## config.mk

```make
export PLATFORM = sky130hd
export DESIGN_NAME = cic_seq_ctrl
export DESIGN_NICKNAME = d
export VERILOG_FILES = /design/src/rtl/cic_seq_ctrl.sv
export SDC_FILE = /design/constraint.sdc
export NUM_CORES = 1
export LEC_CHECK = 0
export BUFFER_PORTS_ARGS = -buffer_cell sky130_fd_sc_hd__buf_2
export CAP_MARGIN = 20
export CORE_ASPECT_RATIO = 0.7
export CORE_UTILIZATION = 45
export CTS_BUF_LIST = sky130_fd_sc_hd__clkbuf_2 sky130_fd_sc_hd__clkbuf_4 sky130_fd_sc_hd__clkbuf_8
export DETAILED_ROUTE_END_ITERATION = 8
export HOLD_SLACK_MARGIN = 0.02
export PLACE_DENSITY = 0.74
export SLEW_MARGIN = 20
export SYNTH_ARGS = -nofsm -noshare
export SYNTH_HDL_FRONTEND = slang
export SYNTH_SLANG_ARGS = --single-unit
```

## constraint.sdc

```tcl
create_clock -name clk -period 2.4 [get_ports clk]
set_input_delay 0.24 -clock clk [delete_from_list [all_inputs] [get_ports clk]]
set_output_delay 0.24 -clock clk [all_outputs]
set_load 0.02 [all_outputs]
```

## src/rtl/cic_seq_ctrl.sv

```systemverilog
// Sample sequencer feeding a CIC interpolator: 4-deep input FIFO, strobe every R_lat cycles.
// Optional macro CIC_SEQ_UNDERRUN_EN: empty-FIFO strobes emit a zero sample and set sticky underrun.
module cic_seq_ctrl #(
    parameter int Win       = 16,
    parameter int RW        = 8,
    parameter int FLUSH_CYC = 8   // must be >= 1
) (
    input  logic           clk,
    input  logic           rst,
    input  logic           en,
    input  logic [RW-1:0]  ratio,
    input  logic [Win-1:0] s_data,
    input  logic           s_valid,
    output logic           s_ready,
    output logic [Win-1:0] cic_data,
    output logic           cic_val,
    output logic           busy,
    output logic           underrun,
    output logic [2:0]     fill
);

    localparam int FW = (FLUSH_CYC > 1) ? $clog2(FLUSH_CYC) : 1;

    typedef enum logic [1:0] {
        IDLE,
        RUN,
        FLUSH
    } state_t;

    state_t         state_q, state_d;
    logic [RW-1:0]  cnt_q, cnt_d;
    logic [RW-1:0]  r_lat_q, r_lat_d;
    logic [FW-1:0]  fcnt_q, fcnt_d;
    logic           strobe;

    logic [Win-1:0] mem [4];
    logic [1:0]     wr_ptr, rd_ptr;
    logic [2:0]     fill_q;
    logic           push, pop, fifo_empty;

    logic           cic_val_q;
    logic [Win-1:0] cic_data_q;

    assign fifo_empty = (fill_q == 3'd0);
    assign s_ready    = (fill_q < 3'd4) && (state_q != FLUSH);
    assign push       = s_valid && s_ready;
    // Pop reads the registered head only; a same-edge push lands behind it.
    assign pop        = strobe && !fifo_empty;

    always_comb begin
        state_d = state_q;
        cnt_d   = cnt_q;
        r_lat_d = r_lat_q;
        fcnt_d  = fcnt_q;
        strobe  = 1'b0;
        unique case (state_q)
            IDLE: begin
                if (en && !fifo_empty) begin
                    state_d = RUN;
                    r_lat_d = (ratio == '0) ? RW'(1) : ratio;
                    cnt_d   = '0;
                end
            end
            RUN: begin
                if (cnt_q == '0) begin
                    if (!en) begin
                        state_d = FLUSH;
                        fcnt_d  = '0;
                    end else begin
                        strobe = 1'b1;
                        cnt_d  = r_lat_q - RW'(1);
                    end
                end else begin
                    cnt_d = cnt_q - RW'(1);
                end
            end
            FLUSH: begin
                if (fcnt_q == FW'(FLUSH_CYC - 1)) begin
                    state_d = IDLE;
                end else begin
                    fcnt_d = fcnt_q + FW'(1);
                end
            end
            default: state_d = IDLE;
        endcase
    end

    always_ff @(posedge clk or negedge rst) begin
        if (!rst) begin
            state_q <= IDLE;
            cnt_q   <= '0;
            r_lat_q <= '0;
            fcnt_q  <= '0;
        end else begin
            state_q <= state_d;
            cnt_q   <= cnt_d;
            r_lat_q <= r_lat_d;
            fcnt_q  <= fcnt_d;
        end
    end

    always_ff @(posedge clk or negedge rst) begin
        if (!rst) begin
            wr_ptr <= '0;
            rd_ptr <= '0;
            fill_q <= '0;
        end else begin
            if (push) wr_ptr <= wr_ptr + 2'd1;
            if (pop)  rd_ptr <= rd_ptr + 2'd1;
            unique case ({push, pop})
                2'b10:   fill_q <= fill_q + 3'd1;
                2'b01:   fill_q <= fill_q - 3'd1;
                default: fill_q <= fill_q;
            endcase
        end
    end

    always_ff @(posedge clk) begin
        if (push) mem[wr_ptr] <= s_data;
    end

`ifdef CIC_SEQ_UNDERRUN_EN
    logic underrun_q;

    always_ff @(posedge clk or negedge rst) begin
        if (!rst) begin
            cic_val_q  <= 1'b0;
            cic_data_q <= '0;
            underrun_q <= 1'b0;
        end else begin
            cic_val_q <= strobe;
            if (pop) begin
                cic_data_q <= mem[rd_ptr];
            end else if (strobe) begin
                cic_data_q <= '0;
                underrun_q <= 1'b1;
            end
        end
    end

    assign underrun = underrun_q;
`else
    always_ff @(posedge clk or negedge rst) begin
        if (!rst) begin
            cic_val_q  <= 1'b0;
            cic_data_q <= '0;
        end else begin
            cic_val_q <= pop;
            if (pop) cic_data_q <= mem[rd_ptr];
        end
    end

    assign underrun = 1'b0;
`endif

    assign cic_val  = cic_val_q;
    assign cic_data = cic_data_q;
    assign busy     = (state_q != IDLE);
    assign fill     = fill_q;

endmodule

```

==> results of run 1 <==
[power groups by stage]
stage	clock [uW]	combinational [uW]	sequential [uW]
after floorplan	0	1360	2940
after global placement	0	2240	2820
after detailed placement	0	2280	2840
after CTS	1180	2290	2810
after global routing	1250	2480	2870
final	1140	2280	2810
[synthesized netlist by cell type (5+ instances only)]
cell and number:
edfxtp_1 64, dfrtp_1 45, mux2_2 17, mux4_2 16, inv_1 13, ha_1 8, nor2_1 8, mux2_1 7
nor3_1 7, a21oi_1 5, a31oi_1 5
[sequential cells by signal, indices dropped and copies added, names as in the netlist]
name and count:
mem 64, fill 3, state_q 2, wr_ptr 2
rd_ptr 2, cic_val 1, cnt_q 8, fcnt_q 3
r_lat_q 8, cic_data 16
[worst min path at each step]
stage / startpoint / end
floorplan: rst / cic_data[0]
global placement: rst / cic_data[12]
detailed placement: rst / cic_data[12]
CTS: s_data[8] / mem[0][8]
global route: s_data[8] / mem[0][8]
finish: s_data[8] / mem[0][8]
[metal layers]
layer  vias up  global-route usage [%]  wire [um]
li1       1236                       -          -
met1      1375                    27.4       4180
met2        80                    26.5       3980
met3        10                    5.46        544
met4         0                    6.10        110
met5         -                       0          0
[metrics by stage]
step | setup TNS [ns] | hold slack (ns)
4_1_cts | 0 | 0.0572
2_1_floorplan | -0.00229 | -0.0556
5_1_grt | 0 | 0.0553
6_report | 0 | 0.0757
3_5_place_dp | 0 | 0.302
3_3_place_gp | 0 | 0.295
[logic make-up after synthesis]
group | after synthesis | synth area share [%]
and+or+nand+nor | 54 | 7.39
other | 1 | 0.0818
buffers and inverters | 19 | 1.77
DFF | 109 | 66.5
adders and majority gates | 9 | 2.62
xor gates and xnor gates | 7 | 1.34
AOI/OAI and AO/OA | 33 | 5.70
muxes | 44 | 14.6
[critical path, stage by stage (launching register included)]
cell and delay, ns:
dfrtp_2 0.47, or4_4 0.53, nor2_2 0.13, a21oi_1 0.10, ha_1 0.20, nor3b_2 0.18
o311ai_4 0.09, a2111oi_1 0.08, a2111o_1 0.40
[final cells by class]
type	count	area (um2)	share of cell area [%]
flip-flops and latches	109	3050	56.7
multi-input cells	148	1470	27.3
repair buffers	76	450	8.37
well taps	128	160	2.98
clock buffers	9	124	2.30
clock inverters	7	81.3	1.51
inverters	13	48.8	0.907
[what timing repair did]
item	CTS	global route
setup buffers	0	0
gates resized for setup	0	2
endpoints found under the setup margin	0	1
hold buffers	1	0
endpoints found under the hold margin	24	0
==> metrics.yaml, run 1 <==
route:
  num_vias: 2701
  drt_iter0_drc: 211
  routed_wl_um: 8820
  antenna_left: 0
  drt-wirelength-per-cell_um: 18.0
  routed_via_density: 5.51
  dr.pass1.iters: 5
  drc_errors: 0
pwr:
  ir_drop_mv: 0.523
  total_power_uw: 6230
  leakage_uw: 0.00217
  p_comb_share_pct: 36.7
  internal_power_uw: 4050
  clock_power_share_pct: 18.2
  seqPwrFrac_pct: 45.1
  powerDensity_nw_per_um2: 1160
  p_switching_uw: 2170
  swShare_pct: 34.9
worst_setup_path:
  crit_type: "register to register"
  cp-startpoint: "cnt_q[2]"
  required_ns: 2.66
  r2r_slack_ns: 0.09
  rr_startpoint: "cnt_q[2]"
  critPathLaunchType: "register"
  r2r_cells: 8
  cp.arrival_ns: 2.57
  cp_max_fo: 6
  setup.worst_path.end: "cnt_q[6]"
  cp-end-kind: "register"
  reg2reg_to: "cnt_q[6]"
synthesis:
  synth_area_leaders: "edfxtp_1 42%, dfrtp_1 25%, mux4_2 7.9%, mux2_2 4.2%, ha_1 2.2%"
  syn-num-nets: 313
  synth_top_area_share_pct: 41.9
  yosys_warnings: 0
  syn_area_um2: 4590
  ys_types: 54
  synth_cells: 276
  synth_area_leader_cell: "edfxtp_1"
  dominantRegCellSynth: "edfxtp_1"
  synth_edf_count: 64
  synth_seq_cells: 109
  syn_avg_cell_area_um2: 16.6
  seq_area_frac_synth_pct: 66.5
  async_reset_ff_share_pct: 41.3
cts:
  insertion_delay_ns: 0.38
  clkTransAtPathRegs_ns: 0.11
  clockBufferDepth: 2
  cts_tree: "yes"
  clockRootBuffer: "clkbuf_8"
  cts_buffers: 9
  clock_sinks: 109
  cts_max_level: 3
timing:
  post-route-min-period_ns: 2.31
  rsz0062_at_grt: "no"
  fmax_mhz: 433
  setup_ws_ns: 0.0914
  worst_slew_pin_slew_ns: 0.625
  relSlewSlack_pct: 58.3
  finClkSkew_ns: 0.0120
  setup_viol: 0
  final_hold_viol_count: 0
  fin_crit_sh_pct: 96.2
  slew_violations: 0
global_routing:
  grt_max_degree: 27
  antenna_found_initial: 1
  grt_util_all_layers_pct: 18.6
  grt_pass1_vias: 2625
  grt_pass1_wl_um: 14100
  grt-ovfl-total: 0
placed_design:
  portBuffers: 49
  hpwl_um: 6220
  place_area_um2: 5160
  gp_congestion: 0.914
  dp_cells: 473
  place_worst_setup_slack_ns: 0.0624
floorplanning:
  ios: 51
  initial_utilization_pct: 46.8
  rows: 30
  die_y_um: 86.5
  dieArea_um2: 10600
  die_w_um: 123
  coreArea_um2: 9800
finish:
  fillers: 777
  final_nets: 394
  area_growth_pct: 17.4
  diodes: 0
  fin_area_um2: 5380
  finalNonFillerCells: 490
  final_cell_mix: "64 x edfxtp_1, 49 x buf_2, 44 x dfrtp_1, 26 x buf_4, 17 x mux2_2"
  final_common_cell: "edfxtp_1"
  fin_util_pct: 54.9
  drive_gt1_share_pct: 38.7
job:
  maxCapViolations: 0
hold_path:
  hold_depth: 1
  hold_path_class: "primary input to register"
run_status:
  status: "finished, final reports clean"
(Power assumes the default switching activity.)
==> run 2, diff against run 1 <==
==> config.mk (replaced) <==
export PLATFORM = sky130hd
export DESIGN_NAME = cic_seq_ctrl
export DESIGN_NICKNAME = d
export VERILOG_FILES = /design/src/rtl/cic_seq_ctrl.sv
export SDC_FILE = /design/constraint.sdc
export NUM_CORES = 1
export LEC_CHECK = 0
export CAP_MARGIN = 20
export CORE_ASPECT_RATIO = 0.7
export CORE_UTILIZATION = 50
export CTS_BUF_LIST = sky130_fd_sc_hd__clkbuf_2 sky130_fd_sc_hd__clkbuf_4 sky130_fd_sc_hd__clkbuf_8
export DETAILED_ROUTE_END_ITERATION = 8
export DONT_BUFFER_PORTS = 1
export HOLD_SLACK_MARGIN = 0.02
export PLACE_DENSITY = 0.76
export SLEW_MARGIN = 20
export SYNTH_ARGS = -nofsm -noshare
export SYNTH_HDL_FRONTEND = slang
export SYNTH_SLANG_ARGS = --single-unit
==> run 2 against run 1 <==
Wire length up 2.4%. Cell count shrank 7.3%. First-iteration DRC count is 11% higher. Die area decreased by 9.8%. Flip-flop and latch count unchanged. Hold slack improved by 0.025 ns. Total power decreased by 1.4%. Core utilization rose by 7.1 points. Critical path depth unchanged. Non-clock buffer count decreased by 28. Clock skew fell by 0.0029 ns. Global-route usage rose by 2.7 points. Critical path type unchanged. Largest cell class unchanged. Highest routed layer unchanged.
==> metrics.yaml, run 2 (synthesis gave the netlist of run 1 again) <==
cts:
  clockBufferDepth: 2
  cts_max_level: 3
  clock_sinks: 109
  cts_buffers: 9
  insertion_delay_ns: 0.37
  clkTransAtPathRegs_ns: 0.10
  clockRootBuffer: "clkbuf_8"
  cts_tree: "yes"
worst_setup_path:
  r2r_slack_ns: 0.08
  crit_type: "register to register"
  path_buf_inv: 0
  rr_startpoint: "cnt_q[2]"
  slowest_delay_ns: 0.55
  critPathLaunchType: "register"
  crit_chain: "or4_4, nor2_4, a21oi_1, ha_1, nor3b_2, o311ai_4, a2111oi_1, a2111o_1"
  reg2reg_to: "cnt_q[6]"
  cpMaxStageDelayCell: "or4_4"
  crit_family: "simple AND/OR/NAND/NOR gates"
  cp.arrival_ns: 2.57
  cp_max_fo: 6
  required_ns: 2.66
  cp-end-kind: "register"
  r2r_cells: 8
pwr:
  leakage_uw: 0.00208
  powerDensity_nw_per_um2: 1140
  ir_drop_mv: 0.537
  total_power_uw: 6140
floorplanning:
  rows: 28
  die_w_um: 116
  die_y_um: 82.1
  ios: 51
  initial_utilization_pct: 52.8
  coreArea_um2: 8690
  dieArea_um2: 9560
global_routing:
  grt_util_all_layers_pct: 21.3
  grt_pass1_vias: 2675
  antenna_found_initial: 0
  grt_max_degree: 46
  grt_pass1_wl_um: 14400
  grt-ovfl-total: 0
timing:
  fmax_mhz: 431
  setup_ws_ns: 0.0816
  relSlewSlack_pct: 40.0
  setup_viol: 0
  worst_slew_pin_slew_ns: 0.893
  post-route-min-period_ns: 2.32
  fin_crit_sh_pct: 96.6
  slew_violations: 0
  rsz0062_at_grt: "no"
  final_hold_viol_count: 0
  finClkSkew_ns: 0.00914
route:
  num_vias: 2606
  dr.pass1.iters: 4
  antenna_left: 0
  drt-wirelength-per-cell_um: 19.9
  routed_wl_um: 9030
  drc_errors: 0
  routed_via_density: 5.74
  drt_iter0_drc: 234
finish:
  diodes: 0
  seq_area_um2: 3050
  final_nets: 366
  fillers: 670
  area_growth_pct: 17.6
  regMostFlops: "mem"
  final_common_cell: "edfxtp_1"
  drive_gt1_share_pct: 26.6
  largest_register_ffs: 64
  final_cell_mix: "64 x edfxtp_1, 44 x dfrtp_1, 24 x dlygate4sd3_1, 20 x buf_4, 17 x mux2_2"
  multi_input_area_um2: 1470
run_status:
  status: "finished, final reports clean"
hold_path:
  hp-start: "ratio[0]"
  hold_depth: 2
  worstHoldEndpoint: "r_lat_q[0]"
  hold_path_class: "primary input to register"
placed_design:
  portBuffers: 0
  hpwl_um: 6090
  gp_congestion: 0.932
  place_worst_setup_slack_ns: 0.0174
job:
  maxCapViolations: 0
-- run 2: worst max path at each step --
stage | start | to | slack [ns] | depth (start not counted)
2_1_floorplan | cnt_q[6] | cnt_q[6] | -0.002 | 8
3_3_place_gp | cnt_q[2] | cnt_q[6] | 0.15 | 8
3_5_place_dp | cnt_q[2] | cnt_q[6] | 0.02 | 8
4_1_cts | cnt_q[2] | cnt_q[6] | 0.07 | 8
5_1_grt | cnt_q[2] | cnt_q[6] | 0.01 | 8
6_report | cnt_q[2] | cnt_q[6] | 0.08 | 8
-- run 2: layout make-up --
class                           count  share of cell area (%)
Timing Repair Buffer               48                    8.86
Inverter                           13                   0.905
Clock inverter                      6                    1.16
Clock buffer                       10                    2.44
Tap cell                          120                    2.78
Multi-Input combinational cell    148                    27.3
Sequential cell                   109                    56.5
-- run 2: timing repair --
action,CTS,global route
resized for setup,1,2
hold buffers,25,0
endpoints found under the setup margin,1,1
gates cloned,0,0
buffers inserted,0,0
endpoints found under the hold margin,116,0
-- run 2: through the flow --
step                setup TNS [ns]  hold WS (ns)  util (%)  cell area, um2  instances
floorplan                 -0.00229       -0.0556         -            4600        276
global placement                 0       -0.0547      56.6            4920        413
detailed placement               0       -0.0545      56.6            4920        413
CTS                              0        0.0419      62.0            5390        454
global route                     0         0.121      62.1            5390        454
finish                           0         0.101      62.1            5390        454
-- run 2: where the power goes --
part / switching (uW) / total, uW / internal, uW
clock network: 610 / 1110 / 495
logic: 1050 / 2080 / 1030
registers: 476 / 2960 / 2480
-- run 2: layer usage --
layer / global-route usage (%) / share of wire (%)
met5: 0 / 0
met4: 6.67 / 1.2
met3: 6.72 / 6.8
met2: 31.3 / 44
met1: 30.4 / 48
-- run 2: worst reg2reg max path, delay by kind of cell (launching register included) --
kind,cells,cell delay [ns]
AND/OR/NAND/NOR,3,0.85
AO/OA/AOI/OAI,4,0.68
flip-flops,1,0.47
adder cells (fa/ha/maj),1,0.21
